==> src/rtl/fifo.sv <==
// Single-clock first-word-fall-through FIFO with enqueue/dequeue handshakes.
// The head word is driven combinationally from storage at the read pointer.
module fifo #(
  parameter int p_WORD_LEN  = 8,
  parameter int p_FIFO_SIZE = 8
) (
  input  logic                  i_clk,
  input  logic                  i_rstn,
  output logic                  o_full,
  output logic                  o_empty,
  input  logic [p_WORD_LEN-1:0] enq_data,
  input  logic                  enq_en,
  output logic                  enq_rdy,
  output logic [p_WORD_LEN-1:0] deq_data,
  input  logic                  deq_en,
  output logic                  deq_rdy
);

  localparam int PW = $clog2(p_FIFO_SIZE);
  localparam logic [PW:0]   FULL_CNT = (PW+1)'(p_FIFO_SIZE);
  localparam logic [PW:0]   CNT_ONE  = (PW+1)'(1);
  localparam logic [PW-1:0] PTR_ONE  = PW'(1);

  logic [p_WORD_LEN-1:0] mem_q [p_FIFO_SIZE];
  logic [PW-1:0]         wr_ptr_q, wr_ptr_d;
  logic [PW-1:0]         rd_ptr_q, rd_ptr_d;
  logic [PW:0]           count_q, count_d;
  logic                  do_enq, do_deq;

  // Handshake: a transfer happens on a rising edge exactly when the request
  // (enq_en / deq_en) and the matching ready are both high in that cycle.
  // Ready depends only on stored count, never on the requests, so a full FIFO
  // rejects a same-cycle enqueue even while a dequeue frees a slot.
  assign o_full   = (count_q == FULL_CNT);
  assign o_empty  = (count_q == '0);
  assign enq_rdy  = ~o_full;
  assign deq_rdy  = ~o_empty;
  assign deq_data = mem_q[rd_ptr_q];

  assign do_enq = enq_en && enq_rdy;
  assign do_deq = deq_en && deq_rdy;

  always_comb begin
    wr_ptr_d = wr_ptr_q;
    rd_ptr_d = rd_ptr_q;
    count_d  = count_q;
    if (do_enq) wr_ptr_d = wr_ptr_q + PTR_ONE;
    if (do_deq) rd_ptr_d = rd_ptr_q + PTR_ONE;
    case ({do_enq, do_deq})
      2'b10:   count_d = count_q + CNT_ONE;
      2'b01:   count_d = count_q - CNT_ONE;
      default: count_d = count_q;
    endcase
  end

  always_ff @(posedge i_clk or negedge i_rstn) begin
    if (!i_rstn) begin
      wr_ptr_q <= '0;
      rd_ptr_q <= '0;
      count_q  <= '0;
    end else begin
      wr_ptr_q <= wr_ptr_d;
      rd_ptr_q <= rd_ptr_d;
      count_q  <= count_d;
    end
  end

  // Storage is deliberately not reset; contents are unobservable while empty.
  always_ff @(posedge i_clk) begin
    if (do_enq) mem_q[wr_ptr_q] <= enq_data;
  end

endmodule

==> config.mk <==
export PLATFORM = sky130hd
export DESIGN_NAME = fifo
export DESIGN_NICKNAME = d
export VERILOG_FILES = /design/src/rtl/fifo.sv
export SDC_FILE = /design/constraint.sdc
export NUM_CORES = 1
export LEC_CHECK = 0
export ABC_CLOCK_PERIOD_IN_PS = 2800
export BUFFER_PORTS_ARGS = -buffer_cell sky130_fd_sc_hd__clkbuf_2
export CORE_MARGIN = 4
export CORE_UTILIZATION = 45
export CTS_CLUSTER_DIAMETER = 150
export DETAILED_ROUTE_END_ITERATION = 10
export PLACE_DENSITY = 0.64
export SYNTH_ARGS = -nofsm -noshare
export SYNTH_HDL_FRONTEND = slang
export SYNTH_SLANG_ARGS = --single-unit
export TNS_END_PERCENT = 20
==> constraint.sdc <==
create_clock -name i_clk -period 2.8 [get_ports i_clk]
set_input_delay 0.28 -clock i_clk [delete_from_list [all_inputs] [get_ports i_clk]]
set_output_delay 0.28 -clock i_clk [all_outputs]
set_load 0.005 [all_outputs]
==> results of run 1 <==
-- power groups by stage --
| stage | clock network [W] | registers, W | logic [W] |
|---|---|---|---|
| after floorplan | 0 | 0.00152 | 0.000855 |
| after global placement | 0 | 0.00161 | 0.00108 |
| after detailed placement | 0 | 0.00163 | 0.00113 |
| after CTS | 0.000780 | 0.00161 | 0.00114 |
| after global routing | 0.000835 | 0.00163 | 0.00123 |
| final | 0.000760 | 0.00160 | 0.00112 |
-- layer usage --
metal | up-vias | GRT usage | routed length, µm
met5 | - | 0 | 0
met4 | 0 | 0.0565 | 24
met3 | 2 | 0.0381 | 230
met2 | 27 | 0.243 | 2990
met1 | 807 | 0.173 | 2240
li1 | 732 | - | -
-- cells by family after synthesis --
family          synth area share
compound gates            0.0136
xor+xnor                  0.0167
fa+ha+maj                 0.0263
buf+inv                   0.0255
flops                      0.692
mux                        0.177
simple gates              0.0490
-- flip-flops by register name (all words and copies together) (netlist names) --
register	cells
rd_ptr_q	3
wr_ptr_q	3
mem_q	64
count_q	4
-- synthesized netlist by cell type, drive strengths merged --
library cell	instances
o311ai	1
nor3b	3
dfrtp	10
nand2b	2
clkbuf	1
nor3	2
nand3	5
o211ai	1
a2111o	1
fa	1
or4	1
o21ai	1
xnor2	5
edfxtp	64
buf	6
nand3b	1
nor2	6
mux2i	1
inv	7
xor2	1
or4b	2
ha	5
a21oi	2
nand2	4
mux4	16
mux2	11
-- cell type report --
cell class                 instances  area, µm²
fill                             538       3170
tap                               96        120
clock inverter                     7       60.1
inverter                           7       26.3
sequential                        74       2170
multi-input combinational         72        888
clock buffer                       9        124
timing repair buffer              38        230
-- metrics by stage --
step                       util  total power, W
after floorplan               -         0.00237
after global placement    0.504         0.00269
after detailed placement  0.504         0.00276
after CTS                 0.533         0.00352
after global routing      0.533         0.00370
final                     0.533         0.00348
-- what timing repair did --
item / CTS / global route
endpoints found under the setup margin: 0 / 1
endpoints found under the hold margin: 10 / 0
hold buffers: 1 / 0
resized for setup: 0 / 2
-- critical path, delay by kind of cell, from the launching register on --
family,cells,cell delay [ns]
flops,1,0.45
simple gates,3,1.31
fa+ha+maj,2,0.51
buf+inv,1,0.06
compound gates,2,0.24
-- worst paths after layout --
kind,startpoint,to,cells after the start
setup / recovery,count_q[0]$_DFFE_PN0P_,count_q[3]$_DFFE_PN0P_,8
hold / removal,deq_en,rd_ptr_q[2]$_DFFE_PN0P_,3
max in group asynchronous,i_rstn,count_q[0]$_DFFE_PN0P_,2
hold reg to reg,wr_ptr_q[0]$_DFFE_PN0P_,wr_ptr_q[0]$_DFFE_PN0P_,1
setup reg to reg,count_q[0]$_DFFE_PN0P_,count_q[3]$_DFFE_PN0P_,8
min in group asynchronous,i_rstn,count_q[1]$_DFFE_PN0P_,2
==> results.json, run 1 <==
{
  "cp-end-kind": "flop",
  "slew_viol_final": 0,
  "die_area_um2": 8370,
  "skew_ns": 0.00534,
  "clkSinkCount": 74,
  "worstSkewPairLatency_ns": 0.33,
  "relSlewSlack": 0.513,
  "cts_tree": "done",
  "leakagePower_nw": 1.34,
  "nNetsFinal": 220,
  "worst_pin_slew_ns": 0.731,
  "power_density_nw_per_um2": 960,
  "run_status": "complete, no violations",
  "dr.pass1.iters": 4,
  "p_seq_frac": 0.460,
  "num_vias": 1568,
  "post-place-cells": 286,
  "period_share": 0.962,
  "irDropWorstVdd_mv": 0.401,
  "synth_top_area_frac": 0.612,
  "clkTransAtPathRegs_ns": 0.07,
  "hold_ws_ns": 0.220,
  "initial_utilization": 0.462,
  "synthCells": 160,
  "gp_congestion": 0.766,
  "antenna_found_initial": 0,
  "clockBufferDepth": 2,
  "pin_count": 24,
  "crit_path_frequent_cell": "ha_1",
  "fin_crit_ns": 2.69,
  "dp_slack_ns": 0.0541,
  "dpl_cell_area_um2": 3420,
  "ys_warn_count": 0,
  "finalSetupViolCount": 0,
  "hold_violations": 0,
  "gr-total-overflow": 0,
  "maxCapViolations": 0,
  "rsz0062_at_grt": "no",
  "numCtsBuffers": 9,
  "cp_cell_sequence": "or4_4 -> nand2_2 -> inv_1 -> ha_1 -> ha_1 -> or4b_2 -> o311ai_0 -> o211ai_1",
  "fin_ws_ns": 0.106,
  "drt_wl_total_um": 5490,
  "avgSynthCellArea_um2": 19.6,
  "hp-class": "primary input to flop",
  "combPwrFrac": 0.321,
  "core.rowCount": 30,
  "grt_max_degree": 19,
  "via_per_inst": 5.17,
  "p_switching_w": 0.00103,
  "finalSetupTns_ns": 0,
  "port_buffers": 23,
  "cts-root-buf": "clkbuf_8",
  "drtIter0Drc": 65,
  "start_kind": "flop",
  "drc": 0,
  "place_hpwl_um": 3660,
  "final_area_um2": 3620,
  "final_common_cell": "edfxtp_1",
  "cts_max_level": 3,
  "cts_setup_buffers": 0,
  "syn_to_final_growth_pct": 15.4,
  "internal_power_w": 0.00245,
  "grt_use_total": 0.143,
  "drive_gt1_frac": 0.324,
  "instances_no_fill": 303,
  "die_h_um": 91.5,
  "cp.required_ns": 3.00,
  "routedWlPerCell_um": 18.1,
  "postRouteAntennaNets": 0,
  "synth.area.top_cells": "edfxtp_1, mux4_1, dfrtp_1",
  "synth_fp_nets": 178,
  "yosysSeqAreaShare": 0.692,
  "worstPathArrival_ns": 2.90,
  "ys_types": 31,
  "r2r_setup_slack_ns": 0.11,
  "fmax_mhz": 371,
  "final_cell_mix": "edfxtp_1, clkbuf_2, mux4_1",
  "cpPeakStageDelay_ns": 0.65,
  "coreArea_um2": 6790,
  "die_w_um": 91.5,
  "grt_pass1_vias": 1678,
  "path_max_fanout": 6,
  "grt_pass1_wl_um": 8780,
  "crit_slowest_cell": "or4b_2",
  "ys_ff_latch": 74,
  "antennaDiodeCount": 0,
  "synth.largest_area_cell": "edfxtp_1",
  "syn-cell-area_um2": 3140,
  "worst-setup-path-type": "flop to flop",
  "switching_share": 0.295,
  "p_clk_frac": 0.219
}
(Power assumes the default switching activity.)
==> run 2: changes to the inputs <==
- PLACE_DENSITY: 0.64 -> 0.76
==> results.json, run 2 (synthesis results as in run 1) <==
{
  "run_status": "complete, no violations",
  "maxCapViolations": 0,
  "start_kind": "flop",
  "min_from": "deq_en",
  "cp_top_family": "simple AND/OR/NAND/NOR gates",
  "port_buffers": 23,
  "final_area_um2": 3630,
  "critPathLaunch": "count_q[0]$_DFFE_PN0P_",
  "irDropWorstVdd_mv": 0.419,
  "largest_reg_flops": 64,
  "grt_pass1_wl_um": 8580,
  "finalSetupTns_ns": 0,
  "period_share": 0.942,
  "fmax_mhz": 379,
  "registers.top_by_ff_count": "mem_q",
  "path_max_fanout": 6,
  "worstSkewPairLatency_ns": 0.34,
  "drive_gt1_frac": 0.330,
  "initial_utilization": 0.462,
  "cts-root-buf": "clkbuf_8",
  "instances_no_fill": 302,
  "final_cell_mix": "edfxtp_1, clkbuf_2, mux4_1",
  "antennaDiodeCount": 0,
  "place_hpwl_um": 3530,
  "fin_crit_ns": 2.64,
  "coreArea_um2": 6790,
  "power_density_nw_per_um2": 963,
  "final_common_cell": "edfxtp_1",
  "clkTransAtPathRegs_ns": 0.08,
  "reg.largest.list": "mem_q: 64 flops, count_q: 4 flops",
  "die_h_um": 91.5,
  "drtIter0Drc": 84,
  "skew_ns": 0.00900,
  "dr.pass1.iters": 4,
  "cp.required_ns": 3.01,
  "hold_ws_ns": 0.208,
  "drc": 0,
  "relSlewSlack": 0.468,
  "worst_pin_slew_ns": 0.792,
  "die_area_um2": 8370,
  "rr_startpoint": "count_q[0]$_DFFE_PN0P_",
  "worst-setup-path-type": "flop to flop",
  "postRouteAntennaNets": 0,
  "grt_max_degree": 19,
  "clockBufferDepth": 2,
  "die_w_um": 91.5,
  "cts_setup_buffers": 0,
  "cp-end-kind": "flop",
  "rsz0062_at_grt": "no",
  "cts_tree": "done",
  "gp_congestion": 0.817,
  "hp-class": "primary input to flop",
  "grt_pass1_vias": 1636,
  "routedWlPerCell_um": 17.1,
  "gr-total-overflow": 0,
  "hold_violations": 0,
  "post-place-cells": 285,
  "num_vias": 1557,
  "cts_max_level": 3,
  "drt_wl_total_um": 5170,
  "clkSinkCount": 74,
  "worstPathArrival_ns": 2.85,
  "nNetsFinal": 219,
  "core.rowCount": 30,
  "syn_to_final_growth_pct": 15.7,
  "crit_slowest_cell": "or4b_2",
  "pin_count": 24,
  "finalSetupViolCount": 0,
  "cp_cell_sequence": "or4_4 -> nand2_2 -> inv_1 -> ha_1 -> ha_1 -> or4b_2 -> o311ai_0 -> o211ai_1",
  "leakagePower_nw": 1.34,
  "antenna_found_initial": 0,
  "crit_path_frequent_cell": "ha_1",
  "critical_path_buf_inv_count": 1,
  "cpPeakStageDelay_ns": 0.64,
  "grt_use_total": 0.138,
  "dpl_cell_area_um2": 3420,
  "numCtsBuffers": 9,
  "via_per_inst": 5.16,
  "slew_viol_final": 0
}
## run 2: path summary, 6_finish.rpt
path / to / slack, ns / depth (start not counted)
setup / recovery: count_q[3]$_DFFE_PN0P_ / 0.16 / 8
hold / removal: rd_ptr_q[2]$_DFFE_PN0P_ / 0.21 / 3
setup reg to reg: count_q[3]$_DFFE_PN0P_ / 0.16 / 8
hold reg to reg: rd_ptr_q[0]$_DFFE_PN0P_ / 0.52 / 1
max in group asynchronous: count_q[0]$_DFFE_PN0P_ / 2.24 / 2
min in group asynchronous: count_q[2]$_DFFE_PN0P_ / 0.34 / 2
## run 2: per-stage QoR
step / total power, W / util / worst slack [ns]
after CTS: 0.00354 / 0.534 / 0.103
final: 0.00350 / 0.534 / 0.163
after global placement: 0.00269 / 0.503 / 0.181
after global routing: 0.00372 / 0.534 / 0.0321
after floorplan: 0.00237 / - / 0.105
after detailed placement: 0.00273 / 0.503 / 0.111
## run 2: repair_timing
item                                    4_1_cts  5_1_grt
hold buffers                                  1        0
endpoints found under the setup margin        0        1
gates resized for setup                       0        2
hold endpoints to repair                     10        0
## run 2: area by class of cell
cell class                      count  area, µm²
Inverter                            7       26.3
Sequential cell                    74       2170
Multi-Input combinational cell     72        888
Clock buffer                        9        124
Tap cell                           96        120
Clock inverter                      7       76.3
Fill cell                         526       3160
Timing Repair Buffer               37        223
## run 2: power breakdown
part	switching, W	total [W]	internal (W)
clock	0.000396	0.000813	0.000417
sequential	0.000183	0.00160	0.00142
combinational	0.000464	0.00108	0.000614
## run 2: tightest hold or removal path: cells and delay by family
| kind | cells | cell delay (ns) |
|---|---|---|
| xor+xnor | 1 | 0.06 |
| simple gates | 1 | 0.07 |
| buf+inv | 1 | 0.09 |
## run 2: layer usage
layer / track usage / share of wire
met1: 0.181 / 0.43
met3: 0.0290 / 0.035
met4: 0.0528 / 0.012
met2: 0.224 / 0.52
met5: 0 / 0
